File: config.mk
export PLATFORM = sky130hd
export DESIGN_NAME = mem_port_arbiter
export DESIGN_NICKNAME = d
export VERILOG_FILES = /design/src/rtl/mem_arb_pkg.sv /design/src/rtl/mem_arb_tag_pipe.sv /design/src/rtl/mem_port_arbiter.sv
export SDC_FILE = /design/constraint.sdc
export NUM_CORES = 1
export LEC_CHECK = 0
export ABC_AREA = 1
export CAP_MARGIN = 0
export CORE_AREA = 2 2 78 80
export DETAILED_ROUTE_END_ITERATION = 10
export DIE_AREA = 0 0 80 82
export GPL_ROUTABILITY_DRIVEN = 0
export PLACE_DENSITY = 0.78
export SLEW_MARGIN = 20
export SYNTH_ARGS = -nofsm -noshare
export SYNTH_HDL_FRONTEND = slang
export SYNTH_SLANG_ARGS = --single-unit
File: constraint.sdc
create_clock -name clk -period 1.5 [get_ports clk]
set_input_delay 0.3 -clock clk [delete_from_list [all_inputs] [get_ports clk]]
set_output_delay 0.3 -clock clk [all_outputs]
set_load 0.03 [all_outputs]
File: src/rtl/mem_arb_pkg.sv
// Shared types for the two-port memory arbiter: port ids, in-flight tags
// and the default memory read latency.
package mem_arb_pkg;

  localparam int MEM_LAT_DEFAULT = 2;

  typedef enum logic {
    PORT_IF = 1'b0,
    PORT_LD = 1'b1
  } port_e;

  typedef struct packed {
    logic  valid;
    port_e port;
  } tag_t;

  localparam tag_t TAG_EMPTY = '{valid: 1'b0, port: PORT_IF};

  // kill[0] drops port 0 tags, kill[1] drops port 1 tags.
  function automatic tag_t kill_tag(tag_t t, logic [1:0] kill);
    tag_t r;
    r = t;
    if ((t.port == PORT_LD) ? kill[1] : kill[0]) r.valid = 1'b0;
    return r;
  endfunction

  function automatic port_e other_port(port_e p);
    return (p == PORT_IF) ? PORT_LD : PORT_IF;
  endfunction

endpackage

File: src/rtl/mem_arb_tag_pipe.sv
// Fixed-depth shift pipeline of read tags; the last stage names the port that
// owns the memory data in the current cycle.
module mem_arb_tag_pipe
  import mem_arb_pkg::*;
#(
  parameter int DEPTH = MEM_LAT_DEFAULT
) (
  input  logic       clk,
  input  logic       rst_n,
  input  logic       push_valid,
  input  port_e      push_port,
  input  logic [1:0] kill,
  output tag_t       pop_tag
);

  tag_t stage_q [DEPTH];
  tag_t push_tag;

  assign push_tag = '{valid: push_valid, port: push_port};

  // The tag leaving the last stage is already being delivered, so a kill only
  // applies to tags that still have at least one stage to travel (and the one
  // entering now).
  always_ff @(posedge clk) begin
    if (!rst_n) begin
      for (int i = 0; i < DEPTH; i++) stage_q[i] <= TAG_EMPTY;
    end else begin
      stage_q[0] <= kill_tag(push_tag, kill);
      for (int i = 1; i < DEPTH; i++) stage_q[i] <= kill_tag(stage_q[i-1], kill);
    end
  end

  assign pop_tag = stage_q[DEPTH-1];

endmodule

File: src/rtl/mem_port_arbiter.sv
// Round-robin arbiter sharing one fixed-latency read memory between the
// instruction-fetch port (0) and the data-load port (1).
module mem_port_arbiter
  import mem_arb_pkg::*;
#(
  parameter int MEM_LAT = MEM_LAT_DEFAULT,
  parameter int AW      = 32,
  parameter int DW      = 32
) (
  input  logic          clk,
  input  logic          rst_n,
  input  logic          if_req,
  input  logic [AW-1:0] if_addr,
  output logic          if_gnt,
  output logic          if_rvalid,
  output logic [DW-1:0] if_rdata,
  input  logic          ld_req,
  input  logic [AW-1:0] ld_addr,
  output logic          ld_gnt,
  output logic          ld_rvalid,
  output logic [DW-1:0] ld_rdata,
  input  logic          flush,
  output logic          mem_read_en,
  output logic [AW-1:0] mem_addr,
  input  logic [DW-1:0] mem_q
);

  port_e ptr_q;
  port_e winner;
  logic  gnt_any;
  tag_t  pop_tag;

  // ptr_q names the port that wins when both request.
  always_comb begin
    winner  = PORT_IF;
    gnt_any = 1'b0;
    if (rst_n) begin
      gnt_any = if_req | ld_req;
      if (if_req && ld_req) winner = ptr_q;
      else if (ld_req)      winner = PORT_LD;
      else                  winner = PORT_IF;
    end
  end

  always_comb begin
    if_gnt      = 1'b0;
    ld_gnt      = 1'b0;
    mem_read_en = 1'b0;
    mem_addr    = '0;
    if (gnt_any) begin
      mem_read_en = 1'b1;
      if (winner == PORT_LD) begin
        ld_gnt   = 1'b1;
        mem_addr = ld_addr;
      end else begin
        if_gnt   = 1'b1;
        mem_addr = if_addr;
      end
    end
  end

  always_ff @(posedge clk) begin
    if (!rst_n)       ptr_q <= PORT_LD;
    else if (gnt_any) ptr_q <= other_port(winner);
  end

  mem_arb_tag_pipe #(
    .DEPTH(MEM_LAT)
  ) u_tag_pipe (
    .clk       (clk),
    .rst_n     (rst_n),
    .push_valid(gnt_any),
    .push_port (winner),
    .kill      ({1'b0, flush}),
    .pop_tag   (pop_tag)
  );

  // Gated by rst_n so nothing leaks out during the cycle reset is first seen.
  always_comb begin
    if_rvalid = rst_n & pop_tag.valid & (pop_tag.port == PORT_IF);
    ld_rvalid = rst_n & pop_tag.valid & (pop_tag.port == PORT_LD);
    if_rdata  = if_rvalid ? mem_q : '0;
    ld_rdata  = ld_rvalid ? mem_q : '0;
  end

endmodule

# Word-level counts from Yosys, hierarchy flattened
# Memory sizes are Yosys's and may differ from the RTL's.
# Cells that the tools add are included.
[word_totals]
regBits = 1
mem_bits_rw = 4
out_inout_bits = 101
n_memories = 1
[mem_list]
columns = ["name", "depth", "width", "read_ports", "rd_ports_with_merged_regs", "wr", "line", "source"]
rows = [
  ["u_tag_pipe.stage_q", 2, 2, 2, 0, 2, "mem_arb_tag_pipe.sv:16", "tag_t stage_q [DEPTH];"],
]
[classes]
muxes = 23
bitwise_logic = 7
n_reduce_logical = 1
[ops]
columns = ["op", "count"]
rows = [
  ["32-bit two-way mux", 4],
  ["1-bit two-way mux", 17],
  ["2-bit two-way mux", 2],
  ["1-bit bitwise AND", 3],
  ["1-bit bitwise OR", 3],
  ["1-bit logical AND", 1],
  ["1-bit NOT", 1],
]

# Logic depth before layout (Yosys ltp)
[logic_depth]
word_depth = 7
depth_mapped = 7
mapped_depth_nobuf = 5

# By module
# Synthesis repeated with hierarchy kept, for this count alone.
[hier_totals]
hier_cells = 248
area_unflattened_um2 = 1114.8
[by_module_without_submodules]
columns = ["mod", "instances", "cells_each", "area_each_um2", "seq_area_each_um2"]
rows = [
  ["mem_port_arbiter", 1, 225, 950.9, 20.0],
  ["mem_arb_tag_pipe", 1, 23, 163.9, 80.1],
]

# Worst setup path before layout
# OpenSTA, ideal clock, no wires.
[synth_timing]
path_kind = "input to output"
startpoint = "in rst_n"
endpoint = "out if_rdata[22]"
arrival_ps = 1176
path_slack_ps = 24
path_stages = 4
n_path_buf = 2
path_cell_list = "buf_4 > nand3b_1 > buf_2 > nor2_1"
[synth_between]
elab_chain_len = 3
[synth_rtl]
columns = ["item", "line", "source"]
rows = [
  ["start: declaration", "mem_port_arbiter.sv:11", "input logic rst_n,"],
  ["1-bit bitwise AND (2 in series)", "mem_port_arbiter.sv:80", "if_rvalid = rst_n & pop_tag.valid & (pop_tag.port == PORT_IF);"],
  ["32-bit two-way mux", "mem_port_arbiter.sv:82", "if_rdata = if_rvalid ? mem_q : '0;"],
  ["end: declaration", "mem_port_arbiter.sv:16", "output logic [DW-1:0] if_rdata,"],
]
# No other way between the ends.

# Final worst setup path
[layout_timing]
startpoint = "reg ptr_q"
endpoint = "out mem_addr[0]"
[layout_between]
elab_chain_len = 4
[layout_rtl]
columns = ["item", "line", "source"]
rows = [
  ["start: declaration", "mem_port_arbiter.sv:28", "port_e ptr_q;"],
  ["start signal: assignment", "mem_port_arbiter.sv:64", "else if (gnt_any) ptr_q <= other_port(winner);"],
  ["1-bit two-way mux", "mem_port_arbiter.sv:39", "if (if_req && ld_req) winner = ptr_q;"],
  ["1-bit two-way mux", "mem_port_arbiter.sv:37", "if (rst_n) begin"],
  ["32-bit two-way mux", "mem_port_arbiter.sv:52", "if (winner == PORT_LD) begin"],
  ["32-bit two-way mux", "mem_port_arbiter.sv:50", "if (gnt_any) begin"],
  ["end: declaration", "mem_port_arbiter.sv:24", "output logic [AW-1:0] mem_addr,"],
]
# No other way between the ends.

==> impl_metrics.csv <==
group,metric,value,unit
critical_path,slowest_stage,"dfxtp_2",
global_route,grt_pass1_wl,8.89,mm
critical_path,crit_fanout,6,
timing,tightestPinTransition,0.179,ns
timing,setup_ws,-0.104,ns
final_layout,insertedDiodeCount,0,
critical_path,cp-start-kind,"register",
route,wl_per_cell,12.9,um
placement,dp_cells,504,
power_and_ir_drop,power.density,410,nW/um^2
cts,worstSkewPairLatency,0.22,ns
route,drc,0,
placement,portBuffers,201,
synthesis,synthSimpleGateAreaFrac,63.3,%
timing,finClkSkew,0.00173,ns
final_layout,finalInstanceArea,3580,um^2
cts,clk_pin_slew,0.04,ns
timing,whs,0.358,ns
route,drt-initial-drc-count,20,
synthesis,ys_ff_latch,5,
final_layout,area_growth_syn_to_layout,225,%
status,status,"finished, violations left",
critical_path,slowest_delay,0.33,ns
timing,finalCriticalPeriod,1.60,ns
timing,max_slew_margin,88.1,%
synthesis,postSynthAreaPerCell,4.68,um^2
route,routed_wl,6.72,mm
critical_path,worst-path-buf-inv,4,
synthesis,synth_xor_area_share,0,%
final_layout,drive_gt1_share,42.2,%
synthesis,syn-num-nets,336,
critical_path,path_delay_family,"buffers and inverters",
timing,rsz0062_at_grt,"yes",
final_layout,fin_cells,520,
critical_path,critical_path_class,"reg2out",
final_layout,final_nets,547,
placement,placed_area,3030,um^2
synthesis,synth_top_family_by_area,"simple AND/OR/NAND/NOR gates",
power_and_ir_drop,peakVddDrop,0.000329,V
cts,cts_root_buffer,"clkbuf_8",
critical_path,crit_path_frequent_cell,"buf_12",
route,viasPerCell,4.30,
die,die_h,82,um
synthesis,synthMuxAreaShare,0,%
global_route,grt.overflow.total,0,
power_and_ir_drop,p_leak,1.91,nW
status,violations,"setup timing",
critical_path,r2r_slack,0.66,ns
timing,timing_hold_violations_final,0,
route,via_count,2234,
hold_path,hold_path_class,"in2reg",
final_layout,final_common_cell,"clkdlybuf4s50_1",
cts,numCtsBuffers,3,
synthesis,synth.distinct_cells,15,
global_route,grt_antenna_before_repair,0,
timing,finalSetupViolations,32,
timing,timing.final.crit_share,107,%
run,cap_violations,0,
synthesis,ys_warn_count,0,
timing,timing.fmax,623,MHz
critical_path,cp.required,1.20,ns
die,die_area,6560,um^2
final_layout,fill_cells,475,
route,antenna_left,0,
global_route,grt_pass1_vias,2028,
critical_path,end_kind,"primary output",
route,first_pass_iters,4,
cts,cts-htree-levels,1,
die,initial_core_util,19.1,%
cts,cts.path.max_buffers,2,
critical_path,crit_chain,"inv_4 -> a21oi_4 -> buf_6 -> buf_12 -> nand2_2 -> nand2_4 -> buf_12",
die,die_w,80,um
placement,dp_hpwl,4.88,mm
die,row_count,28,
cts,cts_tree,"done",
cts,clock-sinks,5,
die,core-area,5750,um^2
die,pin_count,202,
final_layout,final_cell_mix,"97 x clkdlybuf4s50_1, 63 x buf_4, 52 x nor2_1, 45 x buf_6, 37 x inv_1",
global_route,grt_max_degree,34,
synthesis,ys_seq_area_share,9.10,%
global_route,grt.total_usage,16.9,%
synthesis,synth_compound_area_share,3.75,%
synthesis,postSynthCellCount,235,
synthesis,synth-adder-area-share,0,%
timing,drv_slew,0,
critical_path,worstPathArrival,1.30,ns
synthesis,syn_area,1100,um^2
## synth_stat cells
cell,instances,area share (%)
buf_2,6,2.7
a21oi_4,1,1.5
nor2_1,64,22
nand2_4,1,1.0
a21boi_0,1,0.68
o211ai_1,1,0.68
nand3b_1,1,0.68
nand2_1,69,24
nand3_1,33,15
nand2_2,2,1.1
a21oi_1,2,0.91
buf_6,3,3.1
dfxtp_1,5,9.1
buf_4,7,4.8
inv_1,39,13
## logic make-up (layout without fill, tap and decap cells)
| logic type | after synthesis | in the layout |
|---|---|---|
| simple gates | 170 | 170 |
| compound gates | 5 | 5 |
| flops | 5 | 5 |
| buf+inv | 55 | 265 |
## worst paths after layout
kind / startpoint / endpoint / cells past startpoint
setup reg to reg: ptr_q / u_tag_pipe.stage_q[0][1] / 4
setup / recovery: ptr_q / mem_addr[0] / 7
hold / removal: rst_n / ptr_q / 2
hold reg to reg: u_tag_pipe.stage_q[0][1] / u_tag_pipe.stage_q[0][3] / 2
## routing by layer
layer	vias to the layer above	global-route usage, %	part of all wire, %
met5	-	0	0
met3	15	4.18	9.8
met4	0	6.44	2.4
met1	970	15.9	33
met2	135	34.6	55
li1	1114	-	-
## layout make-up
class / count / area [um^2] / area share, %
clock buffers: 4 / 45.0 / 1.26
inverters: 39 / 149 / 4.16
multi-input cells: 175 / 916 / 25.6
flip-flops and latches: 5 / 101 / 2.83
well taps: 75 / 93.8 / 2.62
repair buffers: 222 / 2270 / 63.5
## worst reg2reg max path, cell delays in order, from the launching register on
cell      delay [ns]
dfxtp_2         0.33
inv_4           0.05
nand2_2         0.11
nand2_8         0.10
a21boi_0        0.17
## metrics by stage
stage	utilization, %	TNS, ns	power, mW	setup slack (ns)
2_1_floorplan	-	0	0.536	0.0239
3_3_place_gp	52.7	-39.53	1.01	-0.511
3_5_place_dp	52.7	-42.19	1.02	-0.540
4_1_cts	57.9	-3.04	1.39	-0.116
5_1_grt	62.3	-4.83	1.54	-0.158
6_report	62.3	-1.86	1.47	-0.104
## registers in the layout (all words and copies together), names as in the netlist
| name | flops |
|---|---|
| ptr_q | 1 |
| u_tag_pipe.stage_q | 4 |
## power by group
part           total [mW]  internal, mW  switching [mW]  leakage, nW
logic                1.06         0.566           0.499         1.85
registers           0.147         0.142         0.00407       0.0412
clock network       0.256         0.183          0.0728       0.0228
total                1.47         0.891           0.576         1.91
## what timing repair did
item,in CTS,in global routing
setup endpoints to repair,101,80
hold buffers,0,0
buffers inserted,5,0
pin swaps,7,18
cloned,4,4
gates resized for setup,61,64
Note: power is estimated with default switching activity, not from simulation.
